**src/rtl/hash_input_loader.sv**
```systemverilog
// -----------------------------------------------------------------------------
// hash_input_loader
//
// Collects one hash input block of DEPTH bytes from an upstream valid/ready
// byte stream and writes it into ram_a, one byte per accepted transfer. The
// hash controller arms a block with a readin_ok pulse, grants RAM write access
// with the ram_a_we_ok level, and is told the block is complete via full_in.
//
// Handshake: a byte moves on a rising clk edge where set, in_valid and
// in_ready are all 1. in_ready depends only on loader state and ram_a_we_ok,
// never on in_valid. The upstream holds in_data stable while in_valid=1 and
// the byte has not yet been accepted.
//
// Ports
//   clk           in   single clock, rising edge
//   reset         in   asynchronous, active-high
//   set           in   global step enable; nothing changes on edges with set=0
//   readin_ok     in   one-cycle pulse that arms (or restarts) a block load
//   ram_a_we_ok   in   level granting write access to ram_a
//   in_valid      in   upstream byte valid
//   in_data       in   upstream byte
//   in_ready      out  loader accepts a byte this cycle (combinational)
//   ram_a_we      out  ram_a write strobe (registered)
//   ram_a_addr    out  ram_a write address (registered)
//   ram_a_din     out  ram_a write data (registered)
//   full_in       out  block complete, held until ram_a_we_ok drops
//   byte_count    out  bytes accepted in the current block, 0..DEPTH
//   overflow_err  out  sticky: a byte was offered while the block was full
//   state_dbg     out  current FSM state (0=IDLE, 1=LOAD, 2=FULL)
// -----------------------------------------------------------------------------
module hash_input_loader #(
  parameter int DEPTH = 32,
  parameter int AW    = 5
) (
  input  logic          clk,
  input  logic          reset,
  input  logic          set,
  input  logic          readin_ok,
  input  logic          ram_a_we_ok,
  input  logic          in_valid,
  input  logic [7:0]    in_data,
  output logic          in_ready,
  output logic          ram_a_we,
  output logic [AW-1:0] ram_a_addr,
  output logic [7:0]    ram_a_din,
  output logic          full_in,
  output logic [AW:0]   byte_count,
  output logic          overflow_err,
  output logic [1:0]    state_dbg
);

  // Encoding is fixed so state_dbg has a stable meaning for observers.
  typedef enum logic [1:0] {
    ST_IDLE = 2'd0,
    ST_LOAD = 2'd1,
    ST_FULL = 2'd2
  } state_e;

  localparam logic [AW:0] FULL_COUNT = DEPTH[AW:0];
  localparam logic [AW:0] CNT_ONE    = {{AW{1'b0}}, 1'b1};

  state_e        state_q;
  logic [AW:0]   byte_count_q;
  logic          ram_a_we_q;
  logic [AW-1:0] ram_a_addr_q;
  logic [7:0]    ram_a_din_q;
  logic          full_in_q;
  logic          overflow_err_q;

  logic          in_ready_d;
  logic          transfer_d;
  logic [AW:0]   count_base_d;
  logic [AW:0]   count_next_d;

  // in_ready is decoded from the state register only, so it is already 0
  // while reset holds the FSM in IDLE.
  assign in_ready_d = (state_q == ST_LOAD) & ram_a_we_ok;
  assign transfer_d = in_valid & in_ready_d;

  // A readin_ok pulse during LOAD restarts the block: the count seen by any
  // same-edge transfer is 0, so that byte lands at address 0.
  always_comb begin
    count_base_d = byte_count_q;
    if (readin_ok) begin
      count_base_d = '0;
    end
  end

  // Saturate at DEPTH; in LOAD the base is always below DEPTH, the guard
  // only makes the no-wrap property explicit.
  always_comb begin
    count_next_d = count_base_d + CNT_ONE;
    if (count_base_d == FULL_COUNT) begin
      count_next_d = FULL_COUNT;
    end
  end

  always_ff @(posedge clk or posedge reset) begin
    if (reset) begin
      state_q        <= ST_IDLE;
      byte_count_q   <= '0;
      ram_a_we_q     <= 1'b0;
      ram_a_addr_q   <= '0;
      ram_a_din_q    <= '0;
      full_in_q      <= 1'b0;
      overflow_err_q <= 1'b0;
    end else if (set) begin
      // Write strobe is a single set-enabled cycle per accepted byte.
      ram_a_we_q <= 1'b0;
      case (state_q)
        ST_IDLE: begin
          if (readin_ok) begin
            state_q      <= ST_LOAD;
            byte_count_q <= '0;
          end
        end

        ST_LOAD: begin
          byte_count_q <= count_base_d;
          if (transfer_d) begin
            ram_a_we_q   <= 1'b1;
            ram_a_addr_q <= count_base_d[AW-1:0];
            ram_a_din_q  <= in_data;
            byte_count_q <= count_next_d;
            // The last byte's write strobe and the first full_in cycle
            // appear together.
            if (count_next_d == FULL_COUNT) begin
              state_q   <= ST_FULL;
              full_in_q <= 1'b1;
            end
          end
        end

        ST_FULL: begin
          // Bytes offered here are dropped and flagged; readin_ok is ignored.
          if (in_valid) begin
            overflow_err_q <= 1'b1;
          end
          if (!ram_a_we_ok) begin
            full_in_q <= 1'b0;
            state_q   <= ST_IDLE;
          end
        end

        default: begin
          state_q <= ST_IDLE;
        end
      endcase
    end
  end

  assign in_ready     = in_ready_d;
  assign ram_a_we     = ram_a_we_q;
  assign ram_a_addr   = ram_a_addr_q;
  assign ram_a_din    = ram_a_din_q;
  assign full_in      = full_in_q;
  assign byte_count   = byte_count_q;
  assign overflow_err = overflow_err_q;
  assign state_dbg    = state_q;

endmodule

```
**config.mk**
```make
export PLATFORM = sky130hd
export DESIGN_NAME = hash_input_loader
export DESIGN_NICKNAME = d
export VERILOG_FILES = /design/src/rtl/hash_input_loader.sv
export SDC_FILE = /design/constraint.sdc
export NUM_CORES = 1
export LEC_CHECK = 0
export ABC_AREA = 1
export BUFFER_PORTS_ARGS = -buffer_cell sky130_fd_sc_hd__buf_4
export CELL_PAD_IN_SITES_DETAIL_PLACEMENT = 2
export CELL_PAD_IN_SITES_GLOBAL_PLACEMENT = 2
export CORE_ASPECT_RATIO = 0.6
export CORE_UTILIZATION = 29
export CTS_CLUSTER_SIZE = 25
export DETAILED_ROUTE_END_ITERATION = 8
export GPL_TIMING_DRIVEN = 0
export PLACE_DENSITY_LB_ADDON = 0.2
export SYNTH_ARGS = -nofsm -noshare
export SYNTH_HDL_FRONTEND = slang
export SYNTH_SLANG_ARGS = --single-unit
```
**constraint.sdc**
```tcl
create_clock -name clk -period 2.6 [get_ports clk]
set_clock_uncertainty 0.15 [all_clocks]
set_input_delay 0.26 -clock clk [delete_from_list [all_inputs] [get_ports clk]]
set_output_delay 0.26 -clock clk [all_outputs]
set_load 0.02 [all_outputs]
```
Word level (Yosys, flattened, before mapping):

Index checks and enable logic that the tools add are counted.

* muxes and demuxes: 15
* equality and inequality tests: 8
* reductions and logical operators: 8
* add/subtract/negate cells: 1
* bitwise gates (word level): 2

Operators with widths (count)
* two-way mux 6 bit: 3
* == test 6 bit (second input constant): 2
* one-hot mux 6 bit (2 select lines): 1
* AND reduction 5 bit: 2
* two-way mux 2 bit: 4
* adder 6 x 1 -> 6 bit (second input constant): 1
* != test 2 bit (second input constant): 3
* one-hot mux 2 bit (3 select lines): 1
* AND reduction 3 bit: 2
* two-way mux 1 bit: 5
* nonzero test 2 bit: 2
* bitwise AND 1 bit: 2
* == test 2 x 1 -> 1 bit (second input constant): 1
* == test 2 bit (second input constant): 1
* logical NOT 2 bit: 1
* != test 2 x 1 -> 1 bit (second input constant): 1
* one-hot mux 1 bit (2 select lines): 1
* AND reduction 2 bit: 1

* flip-flop bits (word level): 24
* output and inout port bits: 25
* input bits: 14
* word-level logic and storage cells: 41

Logic depth before layout (Yosys ltp):

Gate-level depths: netlist of the first run.

* word-level depth: 7
* mapped depth: 11
* gate-level depth less buffers: 10

Worst setup path before layout of the first run:

No wires, ideal clock.

* path type: register -> register
* start point: register state_q[1] (netlist: state_dbg[1])
* end point: register ram_a_addr_q[1] (netlist: ram_a_addr[1])
* cell stages (with the launch flop): 10
* data required time: 2.333 ns
* buffers on the path: 1
* path slack: 0.977 ns
* arrival: 1.356 ns
* setup time: 0.117 ns
* clock period less this slack: 1.623 ns
* path through: dfrtp_1 inv_2 nand2_2 nor2_4 nand2_4 nor2_8 inv_4 buf_6 nand2_1 nand2_1

* cells in the longest elaborated chain, start to end: 4

RTL lines
* from (decl): RTL line 62 `state_e state_q;`
* from (signal assigned): RTL line 100 `state_q <= ST_IDLE;`
* from (signal assigned): RTL line 113 `state_q <= ST_LOAD;`
* from (signal assigned): RTL line 128 `state_q <= ST_FULL;`
* == test 2 x 1 -> 1 bit: RTL line 77 `assign in_ready_d = (state_q == ST_LOAD) & ram_a_we_ok;`
* bitwise AND 1 bit: RTL line 77
* named net in_ready: RTL line 42 `output logic in_ready,`
* bitwise AND 1 bit: RTL line 78 `assign transfer_d = in_valid & in_ready_d;`
* AND reduction 3 bit (no line)
* to (signal assigned): RTL line 122 `ram_a_addr_q <= count_base_d[AW-1:0];`
* to (decl): RTL line 65 `logic [AW-1:0] ram_a_addr_q;`

The timed path passes the listed nets, and every way through them passes these cells.
A chain may end at the register's enable or synchronous reset.

Worst setup path after layout of the first run:

* start point: register state_q[1] (netlist: state_dbg[1])
* end point: register byte_count_q[1] (netlist: byte_count[1])

* cells in the longest elaborated chain, start to end: 5
* elaborated cells on any way between the ends: 8
* classes of those cells: 1 x eq/ne; 2 x mux; 2 x bitwise; 3 x reduce/logical

RTL lines
* == test 2 x 1 -> 1 bit: RTL line 77, 110
* bitwise AND 1 bit: RTL line 77
* bitwise AND 1 bit: RTL line 78
* two-way mux 6 bit: RTL line 120 `if (transfer_d) begin`
* one-hot mux 6 bit (2 select lines): RTL line 110 `case (state_q)`
* to (signal assigned): RTL line 119 `byte_count_q <= count_base_d;`
* to (signal assigned): RTL line 124 `byte_count_q <= count_next_d;`
* to (decl): RTL line 63 `logic [AW:0] byte_count_q;`

Several ways; a longest one is shown, not always the timed one.

==> qor.yml, run 1 <==
leakage_uw: 0.000893
critPathSlowestCell: "dfrtp_1"
wl_per_cell_microns: 14.7
antennaDiodeCount: 0
wirelength_mm: 3.75
max_cap_violations: 0
core_area_sq_um: 3850
cts-resized-gates: 0
drv_slew: 0
synth.avg_cell_area_sq_um: 7.83
arrival_ps: 1690
area.growth.synth_to_final_pct: 32.9
clk_latency_ps: 270
clock_path_buffers: 2
holdPathStages: 3
critPathCaptureType: "flop"
grt_pass1_wl_mm: 6.20
grt-ovfl-total: 0
layout_common_cells: "64 x nand2_1, 37 x buf_4, 24 x dfrtp_1, 13 x inv_1, 12 x nor2_1"
dp_hpwl_mm: 2.96
drtPass1Iterations: 2
hold_path_class: "input port to flop"
synth_nets: 171
track_usage_pct: 18.6
place_inst: 251
num_vias: 1222
viasPerCell: 4.79
crit_required_ps: 2610
htreeDepth: 1
use_met1_pct: 22.2
ys_ff_latch: 24
ir_drop_uv: 475
max_stage_delay_ps: 470
numCtsBuffers: 3
reg2reg_from: "state_dbg[1]$_DFFE_PP0P_"
setup_viol: 0
fmax_mhz: 595
outcome: "complete, no violations"
antenna_left: 0
synthesis.instances: 157
ys_types: 23
tightest_slew_ps: 999
cp_max_fo: 8
final_layout_size_suffix_gt1_share_pct: 29.8
first_iter_violations: 25
hold_path_end: "ram_a_din[7]$_DFFE_PP0P_"
grt_max_degree: 25
fill_cells: 462
crit_chain: "nor2_1 > inv_1 > o21ai_0 > a21oi_1"
reg2reg_depth: 4
port_buffers: 37
synth.area.top_cells: "dfrtp_1 49%, nand2_1 20%, inv_1 4.0%"
holdCritStartpoint: "in_data[7]"
period_share_pct: 64.6
grt_pass1_vias: 1279
period_needed_ps: 1680
antenna_found_initial: 0
p_per_area_nw_per_um2: 1090
critPathLaunchType: "flop"
stdcell_count: 255
relSlewSlack_pct: 33.3
clkTransAtPathRegs_ps: 90
use_met3_pct: 4.25
cts_hold_buf: 0
rr_endpoint: "byte_count[1]$_DFFE_PP0P_"
cts_sinks: 24
yosysTopAreaCellShare_pct: 48.9
fp-row-count: 17
hold_viol: 0
final_nets: 213
grt_setup_unrepaired: "false"
mostFrequentLayoutCell: "nand2_1"
synth_top_area_cell: "dfrtp_1"
rrSetupSlack_ps: 920
worstSetupPathType: "flop to flop"
die_x_microns: 86.0
cts_tree: "built"
grt_use_met2_pct: 34.0
place_ws_ps: 906
cts-root-buf: "clkbuf_8"
initial_core_util_pct: 31.9
place.gp.congestion: 0.854
ys_seq_area_share_pct: 48.9
worst_slack_ps: 921
post_cts_buffers: 0
drc: 0
pin_count: 39
die_height_microns: 52.4
syn-cell-area_sq_um: 1230
ys_warn_count: 0
final.setup.tns_ps: 0
grt.busiest_layer: "met2"
die_area_sq_um: 4510
cells by family (layout without fill, tap and decap cells):
kind of cell           Yosys count  in the layout  share of synthesized area, %
AO/OA/AOI/OAI                   20             20                          9.47
AND/OR/NAND/NOR                 94             94                          33.6
buffers and inverters           19             60                          8.04
flip-flops                      24             24                          48.9
metal layers:
layer	share of wire (%)	vias up
li1	-	580
met1	45	612
met2	50	28
met3	3.8	2
met4	0.37	0
met5	0	-
cells in the mapped netlist, drive strengths merged:
cell type  instances
a21oi              6
a31o               1
a31oi              1
buf                3
dfrtp             24
inv               16
nand2             70
nand3              6
nand4              1
nor2              16
nor3               1
o211ai             1
o21ai              8
o21bai             1
o22ai              2
worst max-delay path, delay by kind of cell (launching register included):
| family | cells | cell delay (ps) |
|---|---|---|
| buf+inv | 1 | 180 |
| compound gates | 2 | 300 |
| simple gates | 1 | 460 |
| flops | 1 | 470 |
flip-flops by register name, summed over array words and instances, names as in the netlist:
name	count
ram_a_din	8
byte_count	6
ram_a_addr	5
state_dbg	2
full_in	1
overflow_err	1
ram_a_we	1
power by group:
part / switching (uW) / total, uW / internal [uW]
Combinational: 522 / 862 / 340
Sequential: 125 / 646 / 521
Clock: 129 / 265 / 135
how the worst max path moves through the flow:
| stage | from | endpoint | slack, ps | depth (start not counted) |
|---|---|---|---|---|
| 2_1_floorplan | state_dbg[1]$_DFFE_PP0P_ | ram_a_addr[1]$_DFFE_PP0P_ | 980 | 9 |
| 3_3_place_gp | set | byte_count[1]$_DFFE_PP0P_ | 960 | 6 |
| 3_5_place_dp | set | byte_count[1]$_DFFE_PP0P_ | 910 | 6 |
| 4_1_cts | state_dbg[1]$_DFFE_PP0P_ | byte_count[1]$_DFFE_PP0P_ | 890 | 4 |
| 5_1_grt | state_dbg[1]$_DFFE_PP0P_ | byte_count[1]$_DFFE_PP0P_ | 710 | 4 |
| 6_report | state_dbg[1]$_DFFE_PP0P_ | byte_count[1]$_DFFE_PP0P_ | 920 | 4 |
metrics by stage:
step                util (%)  instance area [sq um]  hold WS [ps]  power [uW]
finish                  42.4                   1630          34.0        1770
global route            42.4                   1630          26.3        1900
CTS                     42.4                   1630          31.0        1800
detailed placement      41.0                   1580           319        1530
global placement        41.0                   1580           306        1480
floorplan                  -                   1230           125        1150
layout make-up:
class	count	area [sq um]	area share, %
Buffer	3	33.8	2.07
Tap cell	57	71.3	4.37
Inverter	16	65.1	3.98
Sequential cell	24	601	36.8
Multi-Input combinational cell	114	529	32.4
Timing Repair Buffer	37	278	17.0
Clock buffer	4	55.1	3.37
No activity file was read; power rests on OpenSTA's default activity.
==> inputs of run 2 (changes only) <==
--- a/config.mk
+++ b/config.mk
@@ -5,12 +5,12 @@
 export SDC_FILE = /design/constraint.sdc
 export NUM_CORES = 1
 export LEC_CHECK = 0
-export ABC_AREA = 1
+export ABC_AREA = 0
 export BUFFER_PORTS_ARGS = -buffer_cell sky130_fd_sc_hd__buf_4
 export CELL_PAD_IN_SITES_DETAIL_PLACEMENT = 2
 export CELL_PAD_IN_SITES_GLOBAL_PLACEMENT = 2
 export CORE_ASPECT_RATIO = 0.6
-export CORE_UTILIZATION = 29
+export CORE_UTILIZATION = 30
 export CTS_CLUSTER_SIZE = 25
 export DETAILED_ROUTE_END_ITERATION = 8
 export GPL_TIMING_DRIVEN = 0
==> constraint.sdc (replaced) <==
create_clock -name clk -period 1.76 [get_ports clk]
set_clock_uncertainty 0.15 [all_clocks]
set_input_delay 0.176 -clock clk [delete_from_list [all_inputs] [get_ports clk]]
set_output_delay 0.176 -clock clk [all_outputs]
set_load 0.02 [all_outputs]
==> run 2 against run 1 <==
Effect of this change:
- power decreased by 5.5%
- cell area increased by 6.2%
- critical endpoint is now ram_a_din[0]$_DFFE_PP0P_
- clock-buffer cell count unchanged
==> qor.yml, run 2 <==
outcome: "complete, no violations"
p_per_area_nw_per_um2: 966  # -11%
die_area_sq_um: 4230  # -6.3%
layout_common_cells: "40 x buf_4, 24 x dfrtp_1, 11 x nand2_1, 11 x o21ai_0, 9 x dlygate4sd3_1"
initial_core_util_pct: 31.9  # about the same
synth_nets: 124  # -27%
fp-row-count: 17  # unchanged
comb_power_share_pct: 32.9  # -16 points
antenna_left: 0  # unchanged
drc: 0  # unchanged
grt_setup_unrepaired: "false"
synth.avg_cell_area_sq_um: 10.8  # +38%
reg2reg_from: "state_dbg[1]$_DFFE_PP0P_"
cp_max_fo: 10  # +2
arrival_ps: 1730  # +40 ps
largest_reg_flops: 8  # unchanged
drv_slew: 0  # unchanged
max_cap_violations: 0  # unchanged
tightest_slew_ps: 999  # -0.247 ps
clock_path_buffers: 2  # unchanged
cts_sinks: 24  # unchanged
sequentialPowerShare_pct: 43.3  # +6.9 points
clkPwrFrac_pct: 23.8  # +8.9 points
port_buffers: 37  # unchanged
drtPass1Iterations: 4  # +2
period_share_pct: 96.6  # +32 points
place_inst: 194  # -23%
ys_seq_area_share_pct: 50.5  # +1.6 points
fill_cells: 393  # -15%
area.growth.synth_to_final_pct: 45.9
grt_max_degree: 25  # unchanged
layout.area.seq_sq_um: 601  # unchanged
synth_edf_count: 0  # unchanged
p_int_uw: 1110  # +11%
first_iter_violations: 31  # +24%
worst_hold_slack_ps: 6.47  # -27.6 ps
setup_viol: 0  # unchanged
critPathCapture: "ram_a_din[0]$_DFFE_PP0P_"
place.gp.congestion: 0.854  # about the same
synthesis.instances: 110  # -30%
antenna_found_initial: 0  # unchanged
ir_drop_uv: 427  # -10%
syn-cell-area_sq_um: 1190  # -3.3%
ys_warn_count: 0  # unchanged
wl_per_cell_microns: 17.6  # +20%
yosys-top-cells-count: "24 x dfrtp_1, 11 x nand2_1, 11 x o21ai_0, 7 x mux2_4, 6 x nand2b_1"
critPathLaunchType: "flop"
htreeDepth: 1  # unchanged
crit_required_ps: 1790  # -820 ps
grt_pass1_vias: 1056  # -17%
numCtsBuffers: 3  # unchanged
track_usage_pct: 18.2  # -0.40 points
multiInputGateArea_sq_um: 547  # +3.3%
cts-root-buf: "clkbuf_8"
yosysMostFrequentCell: "dfrtp_1"
synthArstFlopShare_pct: 100  # unchanged
fmax_mhz: 588  # -1.3%
core_area_sq_um: 3720  # -3.3%
pin_count: 39  # unchanged
leakage_uw: 0.000821  # -8.0%
synth.area.top_cells: "dfrtp_1 51%, mux2_4 8.8%, o21ai_0 4.6%"
ys_ff_latch: 24  # unchanged
rr_endpoint: "ram_a_din[0]$_DFFE_PP0P_"
hold_path_class: "input port to flop"
dp_hpwl_mm: 2.45  # -17%
rrSetupSlack_ps: 60  # -860 ps
die_height_microns: 50.8  # -3.2%
wirelength_mm: 3.70  # -1.4%
worstSetupPathType: "flop to flop"
die_x_microns: 83.3  # -3.2%
switching_power_uw: 566  # -27%
final_layout_size_suffix_gt1_share_pct: 38.0  # +8.2 points
final_nets: 178  # -16%
antennaDiodeCount: 0  # unchanged
cp-startpoint: "state_dbg[1]$_DFFE_PP0P_"
hold_viol: 0  # unchanged
viasPerCell: 5.11  # +6.6%
synth_top_area_cell: "dfrtp_1"
clkTransAtPathRegs_ps: 90  # about the same
relSlewSlack_pct: 33.3  # about the same
yosysTopAreaCellShare_pct: 50.5  # +1.6 points
final.setup.tns_ps: 0  # unchanged
clk_latency_ps: 280  # about the same
p_sw_share_pct: 33.8  # -10 points
cts_tree: "built"
num_vias: 1073  # -12%
reg2reg_depth: 6  # +2
ys_types: 33  # +43%
critPathCaptureType: "flop"
grt_pass1_wl_mm: 5.66  # -8.8%
synthFlopType: "dfrtp_1"
stdcell_count: 210  # -18%
mostFrequentLayoutCell: "buf_4"
grt-ovfl-total: 0  # unchanged
period_needed_ps: 1700  # +21.4 ps
## run 2: changes by cell type after synthesis, sizes merged, moves of 3 or more
cell / previous run / this run
clkbuf: 0 / 3
inv: 16 / 5
a21oi: 6 / 1
nand2b: 0 / 6
o21ai: 8 / 11
nor2: 16 / 3
nor3: 1 / 4
nand3: 6 / 3
nand2: 70 / 12
nor2b: 0 / 4
mux2: 0 / 8
## run 2: power groups by stage
stage / logic (uW) / clock network (uW) / registers, uW
after detailed placement: 524 / 0 / 730
after global routing: 583 / 423 / 736
after CTS: 541 / 411 / 721
after global placement: 507 / 0 / 722
after floorplan: 191 / 0 / 827
final: 551 / 399 / 725
## run 2: per-layer routing
metal | track usage (%) | wire (microns) | vias up
met1 | 22.8 | 1660 | 549
met5 | 0 | 0 | -
met3 | 4.77 | 130 | 5
met2 | 30.3 | 1850 | 23
met4 | 6.90 | 64 | 0
li1 | - | - | 496
## run 2: worst max-delay path, cell delays in order (launching register included)
cell     delay, ps
dfrtp_1        400
buf_6          140
and4b_1        260
buf_6          140
nand2_4         70
buf_12         150
mux2_4         290
## run 2: area by class of cell
class,count,area share [%]
sequential,24,34.6
multi-input combinational,73,31.5
timing repair buffer,49,22.5
buffer,8,3.68
tap,47,3.39
clock buffer,4,3.17
inverter,5,1.08
## run 2: through the flow
| stage | worst slack (ps) | util, % | power [uW] | instance area (sq um) |
|---|---|---|---|---|
| final | 59.1 | 46.6 | 1670 | 1730 |
| after detailed placement | -82.9 | 41.0 | 1250 | 1530 |
| after floorplan | 41.2 | - | 1020 | 1190 |
| after global routing | 7.39 | 46.6 | 1740 | 1730 |
| after CTS | 10.6 | 45.1 | 1670 | 1680 |
| after global placement | 3.57 | 41.0 | 1230 | 1530 |
## run 2: how the worst min path moves through the flow
stage | slack [ps] | end | from | depth (start not counted)
floorplan | 40 | byte_count[0]$_DFFE_PP0P_ | reset | 1
global route | 20 | overflow_err$_DFFE_PP0P_ | in_valid | 2
finish | 6 | overflow_err$_DFFE_PP0P_ | in_valid | 2
global placement | 260 | ram_a_din[2]$_DFFE_PP0P_ | in_data[2] | 2
detailed placement | 260 | ram_a_din[2]$_DFFE_PP0P_ | in_data[2] | 2
CTS | 0.8 | overflow_err$_DFFE_PP0P_ | in_valid | 2
## run 2: kinds of logic (layout without fill, tap and decap cells)
logic type | Yosys count | after routing | share of synthesized area, %
AO/OA/AOI/OAI | 26 | 26 | 14.9
flip-flops | 24 | 24 | 50.5
buffers and inverters | 13 | 66 | 5.89
multiplexers | 10 | 10 | 11.5
AND/OR/NAND/NOR | 37 | 37 | 17.2
## run 2: what timing repair did
action	CTS	global route
endpoints found under the hold margin	18	0
endpoints found under the setup margin	2	10
gates resized for setup	1	6
setup buffers	0	3
pin swaps	0	1
hold buffers	9	0
gates cloned	0	0
